$ cat src/rtl/codec_cfg_sequencer.sv
// Audio-codec configuration sequencer: writes the codec init table, then
// headphone-volume updates, over the shared I2C engine with timeout and retry.
module codec_cfg_sequencer #(
  parameter logic [7:0] DEV_ADDR    = 8'h34,
  parameter logic [6:0] VOL_DEFAULT = 7'h79,
  parameter logic [6:0] VOL_MIN     = 7'h30,
  parameter logic [6:0] VOL_MAX     = 7'h7F,
  parameter int         VOL_STEP    = 4,
  parameter int         GAP_CYC     = 16,
  parameter int         TIMEOUT_CYC = 4095,
  parameter int         MAX_RETRY   = 3
) (
  input  logic        CLOCK,
  input  logic        RESET,
  input  logic        START,
  input  logic        VOL_UP,
  input  logic        VOL_DN,
  input  logic        END,
  output logic        GO,
  output logic [23:0] I2C_DATA,
  output logic        BUSY,
  output logic        INIT_DONE,
  output logic        ERR,
  output logic [6:0]  VOLUME,
  output logic [3:0]  CFG_INDEX
);

  localparam int GAP_W   = $clog2(GAP_CYC + 1);
  localparam int TO_W    = $clog2(TIMEOUT_CYC + 1);
  localparam int RETRY_W = $clog2(MAX_RETRY + 1);

  localparam logic [GAP_W-1:0]   GAP_LAST   = GAP_W'(GAP_CYC - 1);
  localparam logic [TO_W-1:0]    TO_LAST    = TO_W'(TIMEOUT_CYC - 1);
  localparam logic [RETRY_W-1:0] RETRY_LAST = RETRY_W'(MAX_RETRY);
  localparam logic [3:0]         LAST_INDEX = 4'd10;
  localparam logic [7:0]         STEP8      = 8'(VOL_STEP);

  localparam logic [2:0] IDLE      = 3'd0;
  localparam logic [2:0] LOAD      = 3'd1;
  localparam logic [2:0] ISSUE     = 3'd2;
  localparam logic [2:0] WAIT_DONE = 3'd3;
  localparam logic [2:0] GAP       = 3'd4;
  localparam logic [2:0] FAIL      = 3'd5;

  logic [2:0]         state;
  logic               init_pending;
  logic               restart;
  logic               vol_pending;
  logic               cur_is_init;
  logic               timed_out;
  logic [TO_W-1:0]    timeout_cnt;
  logic [GAP_W-1:0]   gap_cnt;
  logic [RETRY_W-1:0] retry_cnt;

  logic               vol_up_req;
  logic               vol_dn_req;
  logic [7:0]         vol_sum;
  logic [7:0]         vol_floor;
  logic [6:0]         vol_up_val;
  logic [6:0]         vol_dn_val;
  logic [15:0]        table_low;
  logic [23:0]        load_word;

  // Clamped volume arithmetic is done one bit wider so it can never wrap.
  always_comb begin
    vol_up_req = VOL_UP & ~VOL_DN;
    vol_dn_req = VOL_DN & ~VOL_UP;
    vol_sum    = {1'b0, VOLUME} + STEP8;
    vol_floor  = {1'b0, VOL_MIN} + STEP8;
    vol_up_val = (vol_sum > {1'b0, VOL_MAX}) ? VOL_MAX : vol_sum[6:0];
    vol_dn_val = ({1'b0, VOLUME} < vol_floor) ? VOL_MIN : VOLUME - STEP8[6:0];
  end

  always_comb begin
    table_low = 16'h0000;
    case (CFG_INDEX)
      4'd0:    table_low = 16'h1E00;
      4'd1:    table_low = 16'h0017;
      4'd2:    table_low = 16'h0217;
      4'd3:    table_low = {7'h02, 1'b1, 1'b0, VOLUME};
      4'd4:    table_low = {7'h03, 1'b1, 1'b0, VOLUME};
      4'd5:    table_low = 16'h0812;
      4'd6:    table_low = 16'h0A00;
      4'd7:    table_low = 16'h0C00;
      4'd8:    table_low = 16'h0E42;
      4'd9:    table_low = 16'h1000;
      4'd10:   table_low = 16'h1201;
      default: table_low = 16'h0000;
    endcase
    load_word = cur_is_init ? {DEV_ADDR, table_low}
                            : {DEV_ADDR, 7'h02, 1'b1, 1'b0, VOLUME};
  end

  always_comb begin
    BUSY = (state == LOAD) || (state == ISSUE) || (state == WAIT_DONE) || (state == GAP);
  end

  // The pending flag drops when a volume word is latched, so a request that
  // lands during that write re-arms it and the newest volume is never lost.
  always_ff @(posedge CLOCK or negedge RESET) begin
    if (!RESET) begin
      VOLUME      <= VOL_DEFAULT;
      vol_pending <= 1'b0;
    end else begin
      if (state == LOAD && !cur_is_init) begin
        vol_pending <= 1'b0;
      end
      if (vol_up_req) begin
        VOLUME      <= vol_up_val;
        vol_pending <= 1'b1;
      end else if (vol_dn_req) begin
        VOLUME      <= vol_dn_val;
        vol_pending <= 1'b1;
      end
    end
  end

  always_ff @(posedge CLOCK or negedge RESET) begin
    if (!RESET) begin
      state        <= IDLE;
      GO           <= 1'b0;
      I2C_DATA     <= 24'h000000;
      INIT_DONE    <= 1'b0;
      ERR          <= 1'b0;
      CFG_INDEX    <= 4'd0;
      init_pending <= 1'b1;
      restart      <= 1'b0;
      cur_is_init  <= 1'b0;
      timed_out    <= 1'b0;
      timeout_cnt  <= '0;
      gap_cnt      <= '0;
      retry_cnt    <= '0;
    end else begin
      case (state)
        IDLE: begin
          if (init_pending) begin
            CFG_INDEX   <= 4'd0;
            cur_is_init <= 1'b1;
            restart     <= 1'b0;
            state       <= LOAD;
          end else if (vol_pending && INIT_DONE) begin
            cur_is_init <= 1'b0;
            state       <= LOAD;
          end
        end
        LOAD: begin
          I2C_DATA    <= load_word;
          timeout_cnt <= '0;
          retry_cnt   <= '0;
          timed_out   <= 1'b0;
          GO          <= 1'b1;
          state       <= ISSUE;
        end
        ISSUE, WAIT_DONE: begin
          if (state == ISSUE && !END) begin
            timeout_cnt <= timeout_cnt + TO_W'(1);
            state       <= WAIT_DONE;
          end else if (state == WAIT_DONE && END) begin
            GO      <= 1'b0;
            gap_cnt <= '0;
            state   <= GAP;
          end else if (timeout_cnt == TO_LAST) begin
            GO <= 1'b0;
            if (retry_cnt == RETRY_LAST) begin
              ERR   <= 1'b1;
              state <= FAIL;
            end else begin
              retry_cnt <= retry_cnt + RETRY_W'(1);
              timed_out <= 1'b1;
              gap_cnt   <= '0;
              state     <= GAP;
            end
          end else begin
            timeout_cnt <= timeout_cnt + TO_W'(1);
          end
        end
        GAP: begin
          if (gap_cnt != GAP_LAST) begin
            gap_cnt <= gap_cnt + GAP_W'(1);
          end else if (timed_out) begin
            // A retry re-drives the already latched word unchanged.
            timed_out   <= 1'b0;
            timeout_cnt <= '0;
            GO          <= 1'b1;
            state       <= ISSUE;
          end else if (restart) begin
            state <= IDLE;
          end else if (cur_is_init) begin
            if (CFG_INDEX != LAST_INDEX) begin
              CFG_INDEX <= CFG_INDEX + 4'd1;
              state     <= LOAD;
            end else begin
              INIT_DONE    <= 1'b1;
              init_pending <= 1'b0;
              state        <= IDLE;
            end
          end else begin
            state <= IDLE;
          end
        end
        FAIL: begin
          GO <= 1'b0;
          if (START) begin
            ERR       <= 1'b0;
            retry_cnt <= '0;
            state     <= IDLE;
          end
        end
        default: begin
          GO    <= 1'b0;
          state <= IDLE;
        end
      endcase

      // START wins over a same-cycle completion; the running word still finishes.
      if (START) begin
        init_pending <= 1'b1;
        restart      <= 1'b1;
        INIT_DONE    <= 1'b0;
      end
    end
  end

endmodule

$ cat config.mk
export PLATFORM = sky130hd
export DESIGN_NAME = codec_cfg_sequencer
export DESIGN_NICKNAME = d
export VERILOG_FILES = /design/src/rtl/codec_cfg_sequencer.sv
export SDC_FILE = /design/constraint.sdc
export NUM_CORES = 1
export LEC_CHECK = 0
export CORE_MARGIN = 5
export CORE_UTILIZATION = 35
export CTS_CLUSTER_SIZE = 14
export DETAILED_ROUTE_END_ITERATION = 6
export HOLD_SLACK_MARGIN = 0.1
export PLACE_DENSITY = 0.56
export SLEW_MARGIN = 20
export SYNTH_ARGS = -nofsm -noshare
export SYNTH_HDL_FRONTEND = slang
export SYNTH_SLANG_ARGS = --single-unit
$ cat constraint.sdc
create_clock -name CLOCK -period 2 [get_ports CLOCK]
set_input_delay 0.3 -clock CLOCK [delete_from_list [all_inputs] [get_ports CLOCK]]
set_output_delay 0.3 -clock CLOCK [all_outputs]
set_load 0.03 [all_outputs]
==> results by group, run 1 <==
Outcome
  • Outcome: completed

Pwr
  • Seq pwr share: 0.338
  • Peak supply drop: 553 uV
  • Clock group share of total power: 0.164
  • Cell Pwr Density: 1170 mW/mm^2
  • Logic gate share of total power: 0.498
  • Switching power total: 2.01 mW
  • Sw frac: 0.422
  • LEAKAGE: 1.79 nW
  • Internal cell power: 2.75 mW

Logic synthesis
  • Area contributors post-synth: dfrtp_1, o21ai_0, dfstp_2
  • Yosys warns: 0
  • Commonest register cell after synthesis: dfrtp_1
  • Sequential area share after synthesis: 0.419
  • Cells after Synth: 371
  • Number of distinct library cells after synthesis: 56
  • #FFs+latches synth: 54
  • Async S/R FF share, synth: 1.00
  • Mapped Area: 0.00324 sq mm
  • Top cell type's share of synthesized area: 0.371
  • Count leader, synth: dfrtp_1
  • Post-synth EDFFs: 0
  • Most frequent cells after synthesis: dfrtp_1, nand2_1, o21ai_0
  • Avg Cell Area, Syn: 8.73 sq um
  • Cell taking the most area after synthesis: dfrtp_1

Routing
  • Via count: 2,905
  • Drt initial violations: 78
  • DRC: 0
  • Drt pass-1 iters: 7
  • Vias per inst: 5.42
  • WL/cell: 14.6 microns
  • Drt total wl: 7.82 mm
  • Post-route ant nets: 0

Critical path
  • CP required: 2.20 ns
  • CP Class: reg2reg
  • Most frequent cell on the critical path: o21ai_1
  • Max incr delay on CP: 0.57 ns
  • Crit path arrival time: 2.19 ns
  • CP max-delay cell: or4b_4
  • Critical path peak fanout: 6
  • CP startpoint kind: register
  • Largest delay share family, worst path: simple AND/OR/NAND/NOR gates
  • Cell Chain, Critical Path: ha_2 -> and3_4 -> ha_4 -> or4b_4 -> o21ai_4 -> o22ai_4 -> o21ai_1 -> o21ai_1
  • Worst setup EP type: register
  • WP buf/inv: 0

Placed design
  • DP Cell Count: 525
  • Post-place setup slack: -0.0490 ns
  • IO Port Bufs: 35
  • Placed instance area: 0.00386 sq mm
  • RePlAce Congestion: 0.817
  • Post-DP HPWL: 5.75 mm

Global route
  • First-pass GRT wire length: 13.5 mm
  • Total gr overflow: 0
  • Largest net degree at the start of global routing: 35
  • Initial antenna violation count: 0
  • Overall global routing resource usage: 0.143
  • Vias in the first global route: 2,789

STA
  • Slew Limit Fails: 0
  • Final Hold Vio Count: 0
  • Min Clock Period, post-route: 1.99 ns
  • RSZ-0062 raised after global routing: true
  • Fin worst setup slack: 0.00987 ns
  • Final worst-path cycle share: 0.995
  • Final number of setup-violating endpoints: 0
  • Slew @ Worst Pin: 0.516 ns
  • Fin Clk Skew: 0.00797 ns
  • Slew HR: 0.656
  • Setup_tns: 0 ns
  • Max Fclk: 502 MHz
  • Fin Hold WS: 0.473 ns

Die
  • Total die area: 0.0113 sq mm
  • CORE AREA: 0.00915 sq mm
  • Io pins: 45
  • Die height: 106 microns
  • Site Rows: 35
  • Starting density of the core: 0.354
  • Die span in x: 106 microns

Cells and area
  • NumNets Final: 442
  • Fin area: 0.00409 sq mm
  • Area delta synth->final: 26.1%
  • FF+latch area: 0.00136 sq mm
  • Layout fillers: 884
  • # diodes: 0
  • Final std cells w/o fill: 536
  • Multi-input logic area: 0.00176 sq mm
  • Share of layout cells above drive strength 1: 0.165

Clock network
  • Root buf cell: clkbuf_8
  • Skew-Pair Late Insertion Delay: 0.31 ns
  • Clk sinks: 54
  • CTS tree: yes
  • CTS buffer count: 5
  • Clock Tree Buf Depth: 2
  • H-tree depth: 2
  • Reg clk slew, reported paths: 0.10 ns

Flow run
  • Max_cap viols: 0

Hold path
  • Worst min-delay path class: reg2reg
## logic make-up (layout without fill, tap and decap cells)
logic type	count (synthesis)	in the layout	share of synthesized area
muxes	4	4	0.0127
and+or+nand+nor	128	128	0.208
xor gates and xnor gates	4	4	0.0108
DFF	54	54	0.419
adders and majority gates	13	13	0.0494
buffers and inverters	51	97	0.0741
AOI/OAI and AO/OA	116	116	0.225
other	1	9	0.00116
## power groups by stage
stage	logic (mW)	registers (mW)	clock network (mW)
after floorplan	1.32	1.72	0
after global placement	2.26	1.62	0
after detailed placement	2.28	1.63	0
after CTS	2.30	1.61	0.809
after global routing	2.63	1.66	0.848
final	2.38	1.61	0.781
## tightest hold or removal path, delay by kind of cell, from the launching register on
family	cells	cell delay, ns
DFF	1	0.36
and+or+nand+nor	2	0.09
## registers in the layout, summed over array words and instances (netlist names)
register / flops
I2C_DATA: 13
timeout_cnt: 12
VOLUME: 7
gap_cnt: 5
CFG_INDEX: 4
state: 3
retry_cnt: 2
ERR: 1
GO: 1
INIT_DONE: 1
cur_is_init: 1
init_pending: 1
restart: 1
timed_out: 1
vol_pending: 1
## placed cells by master, fill, tap and decap left out, drive strengths merged, types with 9 or more instances in the layout
| cell type | synthesis | layout |
|---|---|---|
| inv | 20 | 20 |
| dfrtp | 48 | 48 |
| ha | 12 | 12 |
| nor2 | 21 | 21 |
| conb | 1 | 9 |
| clkdlybuf4s50 | 0 | 31 |
| nor3 | 12 | 12 |
| a21oi | 15 | 15 |
| o21ai | 51 | 51 |
| nand2 | 42 | 42 |
| buf | 16 | 35 |
## stage by stage
step,util,power [mW]
3_5_place_dp,0.422,3.91
6_report,0.447,4.77
4_1_cts,0.437,4.72
2_1_floorplan,-,3.04
5_1_grt,0.447,5.13
3_3_place_gp,0.422,3.89
## final cells by class
type | count | area share
flip-flops and latches | 54 | 0.333
well taps | 111 | 0.0340
clock inverters | 1 | 0.00735
repair buffers | 69 | 0.154
clock buffers | 7 | 0.0211
multi-input cells | 274 | 0.432
inverters | 20 | 0.0184
## what timing repair did
action | CTS | global route
hold endpoints to repair | 19 | 0
resized for setup | 3 | 18
hold buffers | 1 | 0
endpoints found under the setup margin | 6 | 16
pin swaps | 1 | 7
setup buffers | 0 | 2
## per-layer routing
| layer | up-vias | track usage | wire, microns |
|---|---|---|---|
| met4 | 0 | 0.0342 | 71 |
| met2 | 49 | 0.242 | 3780 |
| met3 | 6 | 0.0237 | 241 |
| met5 | - | 0 | 0 |
| met1 | 1422 | 0.190 | 3720 |
| li1 | 1428 | - | - |
## worst paths after layout
kind / start / end / slack, ns / cells after the start
worst max-delay path: gap_cnt[1] / gap_cnt[2] / 0.01 / 8
worst min-delay path: I2C_DATA[1] / I2C_DATA[1] / 0.47 / 2
worst max register to register: gap_cnt[1] / gap_cnt[2] / 0.01 / 8
worst min register to register: I2C_DATA[1] / I2C_DATA[1] / 0.47 / 2
max in group asynchronous: RESET / VOLUME[5] / 0.87 / 3
min in group asynchronous: RESET / I2C_DATA[11] / 0.49 / 2
No activity file was read; power rests on OpenSTA's default activity.
==> run 2: changes to the inputs <==
--- a/config.mk
+++ b/config.mk
@@ -5,7 +5,6 @@
 export SDC_FILE = /design/constraint.sdc
 export NUM_CORES = 1
 export LEC_CHECK = 0
-export CORE_MARGIN = 5
 export CORE_UTILIZATION = 35
 export CTS_CLUSTER_SIZE = 14
 export DETAILED_ROUTE_END_ITERATION = 6
==> results by group, run 2 (synthesis gave the netlist of run 1 again) <==
Die
  • Die height: 98.2 microns (-7.5%)
  • Site Rows: 34 (-2.9%)
  • Total die area: 0.00965 sq mm (-14%)
  • Die span in x: 98.2 microns (-7.5%)
  • Starting density of the core: 0.366 (+0.0122)
  • Io pins: 45 (unchanged)
  • CORE AREA: 0.00885 sq mm (-3.3%)

Placed design
  • Placed instance area: 0.00389 sq mm (+0.75%)
  • Post-DP HPWL: 5.72 mm (-0.52%)
  • RePlAce Congestion: 0.824 (+0.81%)
  • IO Port Bufs: 35 (unchanged)

Clock network
  • CTS tree: yes
  • H-tree depth: 2 (unchanged)
  • Reg clk slew, reported paths: 0.10 ns (about the same)
  • Clk sinks: 54 (unchanged)
  • Clock Tree Buf Depth: 2 (unchanged)
  • Root buf cell: clkbuf_8
  • CTS buffer count: 5 (unchanged)
  • Skew-Pair Late Insertion Delay: 0.31 ns (about the same)

Cells and area
  • Commonest cells after routing, fill and taps aside: dfrtp_1, nand2_1, buf_4, o21ai_0, clkdlybuf4s50_1
  • Fin area: 0.00418 sq mm (+2.1%)
  • Leading cell type in the layout, fill and taps excluded: dfrtp_1
  • Top Registers: I2C_DATA x13, timeout_cnt x12, VOLUME x7
  • Biggest register: I2C_DATA
  • Max reg flops: 13 (unchanged)
  • Share of layout cells above drive strength 1: 0.177 (+0.0127)
  • Area delta synth->final: 28.8%
  • # diodes: 0 (unchanged)
  • NumNets Final: 451 (+2.0%)

Routing
  • DRC: 1 (+1)
  • Via count: 2,925 (+0.69%)
  • Post-route ant nets: 0 (unchanged)
  • Drt initial violations: 94 (+21%)
  • Drt total wl: 7.88 mm (+0.86%)
  • WL/cell: 14.5 microns (-0.26%)
  • Vias per inst: 5.40 (-0.43%)
  • Drt pass-1 iters: 7 (unchanged)

STA
  • Final number of setup-violating endpoints: 0 (unchanged)
  • Slew @ Worst Pin: 0.513 ns (-0.00306 ns)
  • Slew HR: 0.658 (+0.00204)
  • Fin Clk Skew: 0.00636 ns (-0.00162 ns)
  • Min Clock Period, post-route: 1.96 ns (-0.0322 ns)
  • Final worst-path cycle share: 0.979 (-0.0161)
  • Final Hold Vio Count: 0 (unchanged)
  • Max Fclk: 511 MHz (+1.6%)
  • RSZ-0062 raised after global routing: true
  • Slew Limit Fails: 0 (unchanged)

Hold path
  • Hold Startpoint: I2C_DATA[1]
  • Worst min-delay path class: reg2reg
  • Hold Path Depth: 2 (unchanged)

Global route
  • Overall global routing resource usage: 0.165 (+0.0220)
  • Initial antenna violation count: 0 (unchanged)
  • Largest net degree at the start of global routing: 23 (-34%)
  • Total gr overflow: 0 (unchanged)
  • Vias in the first global route: 2,746 (-1.5%)
  • First-pass GRT wire length: 13.1 mm (-2.9%)

Critical path
  • R2R cell count: 8 (unchanged)
  • CP Launch Point: gap_cnt[0]
  • Crit path arrival time: 2.16 ns (-0.03 ns)
  • CP required: 2.20 ns (about the same)
  • R2r startpoint: gap_cnt[0]
  • CP startpoint kind: register
  • CP Class: reg2reg
  • Critical path peak fanout: 6 (unchanged)
  • Worst setup EP type: register

Pwr
  • Cell Pwr Density: 1210 mW/mm^2 (+3.3%)
  • Total power: 5.03 mW (+5.5%)
  • LEAKAGE: 1.84 nW (+2.9%)
  • Peak supply drop: 636 uV (+15%)

Flow run
  • Max_cap viols: 0 (unchanged)

Outcome
  • Outcome: finished with violations
  • Failing checks: DRC
==> run 2: final cells by class <==
cell class | instances | area, sq um
sequential | 54 | 1360
clock buffer | 6 | 82.6
multi-input combinational | 274 | 1760
timing repair buffer | 78 | 702
fill | 847 | 4670
clock inverter | 2 | 60.1
tap | 108 | 135
inverter | 20 | 75.1
==> run 2: stage by stage <==
stage / instances / worst slack (ns) / setup TNS, ns / utilization / hold slack [ns]
floorplan: 379 / -0.0409 / -0.0409 / - / 0.00441
global placement: 528 / -0.0261 / -0.0261 / 0.439 / 0.304
detailed placement: 528 / -0.0525 / -0.108 / 0.439 / 0.306
CTS: 538 / 0.00148 / 0 / 0.463 / 0.481
global route: 542 / -0.0202 / -0.0456 / 0.472 / 0.514
finish: 542 / 0.0421 / 0 / 0.472 / 0.475
==> run 2: worst paths after layout <==
path / slack (ns) / to
max in group asynchronous: 0.80 / VOLUME[3]
worst min register to register: 0.47 / I2C_DATA[1]
worst max-delay path: 0.04 / gap_cnt[2]
min in group asynchronous: 0.49 / I2C_DATA[10]
worst min-delay path: 0.47 / I2C_DATA[1]
worst max register to register: 0.04 / gap_cnt[2]
==> run 2: metal layers <==
| layer | up-vias | track usage | part of all wire |
|---|---|---|---|
| li1 | 1444 | - | - |
| met1 | 1422 | 0.223 | 0.49 |
| met2 | 57 | 0.281 | 0.48 |
| met3 | 2 | 0.0265 | 0.030 |
| met4 | 0 | 0.0276 | 0.0037 |
| met5 | - | 0 | 0 |
==> run 2: what timing repair did <==
item                                   CTS  global route
setup endpoints to repair                6            14
setup buffers                            1             4
pin swaps                                4             4
hold buffers                             1             0
gates resized for setup                  9             9
endpoints found under the hold margin   17             0
==> run 2: worst max-delay path, cell delays in order (launching register included) <==
cell	delay [ns]
dfrtp_1	0.39
ha_2	0.19
and3_4	0.18
ha_4	0.16
or4b_4	0.53
o21ai_4	0.09
o22ai_4	0.10
o21ai_1	0.13
o21ai_1	0.07
==> run 2: power by group <==
part	switching, mW	total, mW	internal [mW]
clock network	0.377	0.911	0.534
registers	0.277	1.61	1.33
logic	1.39	2.51	1.12
total	2.04	5.03	2.99
